`src/rtl/ifu_pkg.sv`:
```
// rtl/ifu_pkg.sv - shared types and constants for the instruction fetch unit
package ifu_pkg;

  localparam int XLEN = 32;
  localparam logic [XLEN-1:0] DEF_RESET_PC = 32'h8000_0000;

  typedef enum logic [1:0] {
    S_REQ   = 2'd0,
    S_RESP  = 2'd1,
    S_ISSUE = 2'd2,
    S_EXEC  = 2'd3
  } ifu_state_e;

endpackage

```
`src/rtl/ifu_fetch_ctrl_if.sv`:
```
// rtl/ifu_fetch_ctrl_if.sv - fetch controller bus: imem request/response and IDU instruction handoff
interface ifu_fetch_ctrl_if #(
  parameter int XLEN = ifu_pkg::XLEN
) ();

  logic            imem_req_valid;
  logic            imem_req_ready;
  logic [XLEN-1:0] imem_req_addr;
  logic            imem_resp_valid;
  logic            imem_resp_ready;
  logic [31:0]     imem_resp_data;
  logic            imem_resp_err;
  logic            inst_valid;
  logic            inst_ready;
  logic [31:0]     inst;
  logic [XLEN-1:0] inst_pc;
  logic            inst_err;

  modport master (
    output imem_req_valid, imem_req_addr, imem_resp_ready,
    output inst_valid, inst, inst_pc, inst_err,
    input  imem_req_ready, imem_resp_valid, imem_resp_data, imem_resp_err,
    input  inst_ready
  );

  modport slave (
    input  imem_req_valid, imem_req_addr, imem_resp_ready,
    input  inst_valid, inst, inst_pc, inst_err,
    output imem_req_ready, imem_resp_valid, imem_resp_data, imem_resp_err,
    output inst_ready
  );

endinterface

```
`src/rtl/ifu_npc.sv`:
```
// rtl/ifu_npc.sv - next-PC calculator: base select, add increment, clear bit 0 on register-relative jumps
module ifu_npc #(
  parameter int XLEN = ifu_pkg::XLEN
) (
  input  logic [XLEN-1:0] pc,
  input  logic [XLEN-1:0] inc,
  input  logic            ovrd,
  input  logic [XLEN-1:0] ovrd_addr,
  output logic [XLEN-1:0] next_pc
);

  logic [XLEN-1:0] base;
  logic [XLEN-1:0] sum;

  assign base = ovrd ? ovrd_addr : pc;
  assign sum  = base + inc;
  // Only bit 0 is forced; any bit-1 misalignment is left for the fetch FSM to trap.
  assign next_pc = {sum[XLEN-1:1], sum[0] & ~ovrd};

endmodule

```
`src/rtl/ifu_fetch_ctrl.sv`:
```
// rtl/ifu_fetch_ctrl.sv - single-issue fetch sequencer owning the architectural PC
module ifu_fetch_ctrl #(
  parameter int              XLEN     = ifu_pkg::XLEN,
  parameter logic [XLEN-1:0] RESET_PC = ifu_pkg::DEF_RESET_PC
) (
  input  logic                clk,
  input  logic                rst,
  ifu_fetch_ctrl_if.master    bus,
  input  logic                exe_done,
  input  logic [XLEN-1:0]     exe_inc,
  input  logic                exe_ovrd,
  input  logic [XLEN-1:0]     exe_ovrd_addr,
  output logic [XLEN-1:0]     pc,
  output logic [63:0]         retire_cnt
);

  import ifu_pkg::*;

  ifu_state_e      state;
  logic [XLEN-1:0] pc_q;
  logic [XLEN-1:0] next_pc;
  logic [31:0]     inst_q;
  logic [XLEN-1:0] inst_pc_q;
  logic            inst_err_q;
  logic [63:0]     retire_q;
  logic            req_valid_q;
  logic            resp_ready_q;
  logic            inst_valid_q;

  ifu_npc #(.XLEN(XLEN)) u_npc (
    .pc        (pc_q),
    .inc       (exe_inc),
    .ovrd      (exe_ovrd),
    .ovrd_addr (exe_ovrd_addr),
    .next_pc   (next_pc)
  );

  always_ff @(posedge clk or posedge rst) begin
    if (rst) begin
      state        <= S_REQ;
      pc_q         <= RESET_PC;
      inst_q       <= '0;
      inst_pc_q    <= RESET_PC;
      inst_err_q   <= 1'b0;
      retire_q     <= '0;
      req_valid_q  <= 1'b0;
      resp_ready_q <= 1'b0;
      inst_valid_q <= 1'b0;
    end else begin
      case (state)
        S_REQ: begin
          if (pc_q[1:0] != 2'b00) begin
            inst_q       <= '0;
            inst_pc_q    <= pc_q;
            inst_err_q   <= 1'b1;
            req_valid_q  <= 1'b0;
            inst_valid_q <= 1'b1;
            state        <= S_ISSUE;
          end else if (!req_valid_q) begin
            // Only reached on the first cycle out of reset; later entries arrive with valid already set.
            req_valid_q <= 1'b1;
          end else if (bus.imem_req_ready) begin
            req_valid_q  <= 1'b0;
            resp_ready_q <= 1'b1;
            state        <= S_RESP;
          end
        end
        S_RESP: begin
          if (bus.imem_resp_valid) begin
            inst_q       <= bus.imem_resp_err ? 32'h0 : bus.imem_resp_data;
            inst_pc_q    <= pc_q;
            inst_err_q   <= bus.imem_resp_err;
            resp_ready_q <= 1'b0;
            inst_valid_q <= 1'b1;
            state        <= S_ISSUE;
          end
        end
        S_ISSUE: begin
          if (bus.inst_ready) begin
            inst_valid_q <= 1'b0;
            state        <= S_EXEC;
          end
        end
        S_EXEC: begin
          if (exe_done) begin
            pc_q        <= next_pc;
            retire_q    <= retire_q + 64'd1;
            req_valid_q <= (next_pc[1:0] == 2'b00);
            state       <= S_REQ;
          end
        end
        default: state <= S_REQ;
      endcase
    end
  end

  assign bus.imem_req_valid  = req_valid_q;
  assign bus.imem_req_addr   = pc_q;
  assign bus.imem_resp_ready = resp_ready_q;
  assign bus.inst_valid      = inst_valid_q;
  assign bus.inst            = inst_q;
  assign bus.inst_pc         = inst_pc_q;
  assign bus.inst_err        = inst_err_q;
  assign pc                  = pc_q;
  assign retire_cnt          = retire_q;

endmodule

```
`src/flat_wrapper.sv`:
```
// flat-port wrapper written by rule: the top's interface ports become plain ports
module ifu_fetch_ctrl_flat import ifu_pkg::*;
#(
  parameter int              XLEN     = ifu_pkg::XLEN,
  parameter logic [XLEN-1:0] RESET_PC = ifu_pkg::DEF_RESET_PC
)
  (clk, rst, exe_done, exe_inc, exe_ovrd, exe_ovrd_addr, pc, retire_cnt, bus_imem_req_valid, bus_imem_req_addr, bus_imem_resp_ready, bus_inst_valid, bus_inst, bus_inst_pc, bus_inst_err, bus_imem_req_ready, bus_imem_resp_valid, bus_imem_resp_data, bus_imem_resp_err, bus_inst_ready);
  ifu_fetch_ctrl_if #(.XLEN(XLEN)) bus_i ();
  input  logic clk;
  input  logic rst;
  input  logic exe_done;
  input  logic [XLEN-1:0] exe_inc;
  input  logic exe_ovrd;
  input  logic [XLEN-1:0] exe_ovrd_addr;
  output logic [XLEN-1:0] pc;
  output logic [63:0] retire_cnt;
  output wire logic [$bits(bus_i.imem_req_valid)-1:0] bus_imem_req_valid;
  output wire logic [$bits(bus_i.imem_req_addr)-1:0] bus_imem_req_addr;
  output wire logic [$bits(bus_i.imem_resp_ready)-1:0] bus_imem_resp_ready;
  output wire logic [$bits(bus_i.inst_valid)-1:0] bus_inst_valid;
  output wire logic [$bits(bus_i.inst)-1:0] bus_inst;
  output wire logic [$bits(bus_i.inst_pc)-1:0] bus_inst_pc;
  output wire logic [$bits(bus_i.inst_err)-1:0] bus_inst_err;
  input wire logic [$bits(bus_i.imem_req_ready)-1:0] bus_imem_req_ready;
  input wire logic [$bits(bus_i.imem_resp_valid)-1:0] bus_imem_resp_valid;
  input wire logic [$bits(bus_i.imem_resp_data)-1:0] bus_imem_resp_data;
  input wire logic [$bits(bus_i.imem_resp_err)-1:0] bus_imem_resp_err;
  input wire logic [$bits(bus_i.inst_ready)-1:0] bus_inst_ready;
  assign bus_imem_req_valid = bus_i.imem_req_valid;
  assign bus_imem_req_addr = bus_i.imem_req_addr;
  assign bus_imem_resp_ready = bus_i.imem_resp_ready;
  assign bus_inst_valid = bus_i.inst_valid;
  assign bus_inst = bus_i.inst;
  assign bus_inst_pc = bus_i.inst_pc;
  assign bus_inst_err = bus_i.inst_err;
  assign bus_i.imem_req_ready = bus_imem_req_ready;
  assign bus_i.imem_resp_valid = bus_imem_resp_valid;
  assign bus_i.imem_resp_data = bus_imem_resp_data;
  assign bus_i.imem_resp_err = bus_imem_resp_err;
  assign bus_i.inst_ready = bus_inst_ready;
  ifu_fetch_ctrl #(.XLEN(XLEN), .RESET_PC(RESET_PC)) u_core (.clk(clk), .rst(rst), .bus(bus_i), .exe_done(exe_done), .exe_inc(exe_inc), .exe_ovrd(exe_ovrd), .exe_ovrd_addr(exe_ovrd_addr), .pc(pc), .retire_cnt(retire_cnt));
endmodule
```
`config.mk`:
```
export PLATFORM = sky130hd
export DESIGN_NAME = ifu_fetch_ctrl_flat
export DESIGN_NICKNAME = d
export VERILOG_FILES = /design/src/rtl/ifu_pkg.sv /design/src/rtl/ifu_fetch_ctrl_if.sv /design/src/rtl/ifu_npc.sv /design/src/rtl/ifu_fetch_ctrl.sv /design/src/flat_wrapper.sv
export SDC_FILE = /design/constraint.sdc
export NUM_CORES = 1
export LEC_CHECK = 0
export CORE_MARGIN = 4
export CORE_UTILIZATION = 64
export DETAILED_ROUTE_END_ITERATION = 6
export DONT_BUFFER_PORTS = 1
export GPL_ROUTABILITY_DRIVEN = 0
export PLACE_DENSITY_LB_ADDON = 0.08
export SYNTH_ARGS = -nofsm -noshare
export SYNTH_HDL_FRONTEND = slang
export SYNTH_SLANG_ARGS = --single-unit
```
`constraint.sdc`:
```
create_clock -name clk -period 7 [get_ports clk]
set_clock_uncertainty 0.1 [all_clocks]
set_input_delay 0.7 -clock clk [delete_from_list [all_inputs] [get_ports clk]]
set_output_delay 0.7 -clock clk [all_outputs]
set_load 0.005 [all_outputs]
```
==> run_results.csv <==
group,metric,value,unit
detailed_routing,wl,21.5,mm
detailed_routing,drt_iter0_drc,414,
floorplan,die_w,126,µm
place,io_buffers,0,
detailed_routing,num_vias,6395,
global_route,grt_max_degree,105,
clock_network,clockBufferDepth,2,
cells_and_area,design_area,9450,µm²
min_path,hp-class,"primary input to async pin",
critical_path,cp_slowest_cell,"o31ai_1",
global_route,grt_pass1_wl,35.1,mm
clock_network,clock-root-buffer,"clkbuf_16",
power_and_ir_drop,finalPower,3.75,mW
global_route,overflow,0,
synth,syn_inst,836,
clock_network,cts_setup_buffers,0,
critical_path,worst_setup_path_start_kind,"flop",
critical_path,r2r_cells,12,
sta,fin_crit,3.41,ns
critical_path,critPathMaxFanout,8,
cells_and_area,final_core_utilization,70.2,%
synth,yosys_warnings,0,
critical_path,startpoint,"u_core.bus.imem_req_addr[0]",
sta,setup_violations,0,
floorplan,start_util,66.4,%
floorplan,die-area,15900,µm²
synth,avgSynthCellArea,10.7,µm²
detailed_routing,remaining_drc_errors,0,
critical_path,critPathCaptureType,"flop",
synth,syn-cell-area,8940,µm²
cells_and_area,nets,940,
power_and_ir_drop,leakagePower,4.38,nW
clock_network,cts_tree,"done",
global_route,antenna_found_initial,0,
global_route,grt_pass1_vias,6679,
critical_path,timing.rr.end,"u_core.bus.imem_req_addr[20]",
synth,synth_edf_count,0,
place,placedInstanceArea,8840,µm²
power_and_ir_drop,vdd_ir_drop_max,0.190,mV
synth,seq_area_frac_synth,46.5,%
detailed_routing,wl_per_cell,21.8,µm
sta,whs,0.238,ns
floorplan,die_height,126,µm
synth,synth_top_flop_cell,"dfrtp_1",
critical_path,crit_chain,"mux2_2 > ha_1 > inv_1 > fa_1 > inv_1 > a21o_1 > a211o_2 > a31oi_1 > o31ai_1 > a211oi_1 > or4_1 > nand3_1",
cells_and_area,antennaDiodeCount,0,
critical_path,crit_end,"u_core.bus.imem_req_addr[20]",
detailed_routing,via_per_inst,6.49,
synth,synth.distinct_cells,65,
cells_and_area,final_common_cell,"dfrtp_1",
sta,fin_tns_setup,0,ns
sta,finalHoldViolCount,0,
detailed_routing,ant_nets,0,
power_and_ir_drop,powerDensity,397,nW/µm²
critical_path,arrival,3.67,ns
synth,synthesis.nets,978,
critical_path,cp_common_cell,"inv_1",
critical_path,reg2reg_slack,3.59,ns
clock_network,ctsHoldBuffers,0,
critical_path,required,7.26,ns
synth,ys_ff_latch,166,
sta,finalCritPeriodShare,48.7,%
clock_network,path_clk_slew,0.06,ns
clock_network,htree_levels,4,
clock_network,clk_latency,0.43,ns
sta,worst_slew_pin_slew,0.913,ns
flow_run,drv_cap,0,
floorplan,io_pins,300,
cells_and_area,mostFrequentLayoutCells,"dfrtp_1 (164), nand2_1 (71), mux2_2 (60), xnor2_1 (59), o21ai_0 (40)",
sta,rsz0062_at_grt,"no",
place,dpl.hpwl,15.5,mm
clock_network,cts_resized,0,
floorplan,core_area,13500,µm²
clock_network,cts_made_buffers,17,
clock_network,cts.sinks,166,
cells_and_area,drive_above_1_share,14.3,%
critical_path,r2r-start,"u_core.bus.imem_req_addr[0]",
sta,clock.fmax,293,MHz
cells_and_area,area_delta_synth_final,5.73,%
detailed_routing,drt-pass1-iter-count,5,
global_route,grt_usage,27.1,%
synth,synthArstFlopShare,100,%
critical_path,critPathKind,"flop to flop",
sta,slew_headroom,39.1,%
status,status,"complete, no violations",
floorplan,num_rows,42,
critical_path,slowest_delay,0.57,ns
sta,drv_slew,0,
logic make-up (layout without fill, tap and decap cells):
group                    after synthesis  after routing  synth area share, %
flip-flops                           166            166                 46.5
XOR/XNOR                              87             87                 8.53
multiplexers                          64             64                 8.01
AND/OR/NAND/NOR                      223            223                 13.1
buffers and inverters                 82             56                 4.96
adder cells (fa/ha/maj)               38             38                 5.40
AO/OA/AOI/OAI                        176            176                 13.5
where the power goes:
part | internal (mW) | switching (mW)
Clock | 0.573 | 0.396
Sequential | 1.25 | 0.350
Combinational | 0.555 | 0.631
metrics by stage:
stage          worst slack, ns  std cells
6_report                  3.59        986
5_1_grt                   3.40        986
4_1_cts                   3.62        986
3_5_place_dp              3.48        955
3_3_place_gp              3.52        955
2_1_floorplan             1.71        836
routing by layer:
metal | part of all wire [%] | wire (µm) | global-route usage [%]
met3 | 8.4 | 1820 | 10.1
met1 | 38 | 8170 | 31.3
met4 | 2.1 | 455 | 9.15
met5 | 0 | 0 | 0
met2 | 51 | 11100 | 46.4
worst min path at each step:
stage                                 startpoint                     to  slack (ns)  cells past startpoint
after global routing      bus_imem_resp_data[10]    u_core.bus.inst[10]        0.28                      1
after CTS                                    rst  u_core.retire_cnt[52]        0.28                      1
final                                        rst  u_core.retire_cnt[48]        0.24                      1
after floorplan            u_core.retire_cnt[63]  u_core.retire_cnt[63]        0.37                      1
after global placement     u_core.retire_cnt[41]  u_core.retire_cnt[41]        0.40                      1
after detailed placement   u_core.retire_cnt[46]  u_core.retire_cnt[46]        0.41                      1
worst max-delay path, delay by kind of cell, from the launching register on:
kind / cells / cell delay (ns)
AOI/OAI and AO/OA: 5 / 1.22
adders and majority gates: 2 / 0.55
buffers and inverters: 2 / 0.13
DFF: 1 / 0.55
muxes: 1 / 0.22
and+or+nand+nor: 2 / 0.58
registers in the layout, indices dropped and copies added (netlist names):
register                    count
u_core.retire_cnt              64
u_core.bus.imem_req_addr       32
u_core.bus.inst                32
u_core.bus.inst_pc             32
u_core.state                    2
u_core.bus.imem_req_valid       1
u_core.bus.imem_resp_ready      1
u_core.bus.inst_err             1
u_core.bus.inst_valid           1
cell usage after synthesis, types with 2 or more instances:
master      n  area, µm²
buf_2       6       30.0
or4_1       2       15.0
a21oi_1    33        165
nor2b_1     5       31.3
dfstp_2     2       52.6
and2_1      8       50.1
xnor2_1    59        517
o31ai_1     3       22.5
nor3b_1     6       45.0
inv_1      21       78.8
mux2_2     60        676
nand2_1    73        274
buf_1       2       7.51
a311oi_1    2       17.5
a211oi_1    6       45.0
dfrtp_1   164       4100
o22ai_1     3       18.8
nand4_1    18        113
and4_1      7       61.3
nor2_1     27        101
a22oi_1     2       15.0
o211ai_1    2       15.0
a22o_1     36        315
and3_1     10       62.6
a221oi_1    2       17.5
o21ai_0    40        200
clkbuf_1   19       71.3
a21o_1     23        173
nor3_1     10       50.1
nand2b_1    3       18.8
nand3_1    37        185
ha_1       37        463
buf_4      34        255
o21a_1      3       22.5
or3_1       2       12.5
xor2_1     28        245
or2_2       4       25.0
a31oi_1     3       18.8
nor4_1      2       12.5
mux2i_1     4       40.0
o21ai_1     2       10.0
a311o_1     3       30.0
layout make-up:
cell class,instances,area [µm²]
multi-input cells,588,4350
well taps,176,220
fillers,971,4010
repair buffers,4,30.0
flip-flops and latches,166,4160
inverters,21,83.8
clock inverters,13,171
clock buffers,18,439
Power figures use the tool's default switching activity.
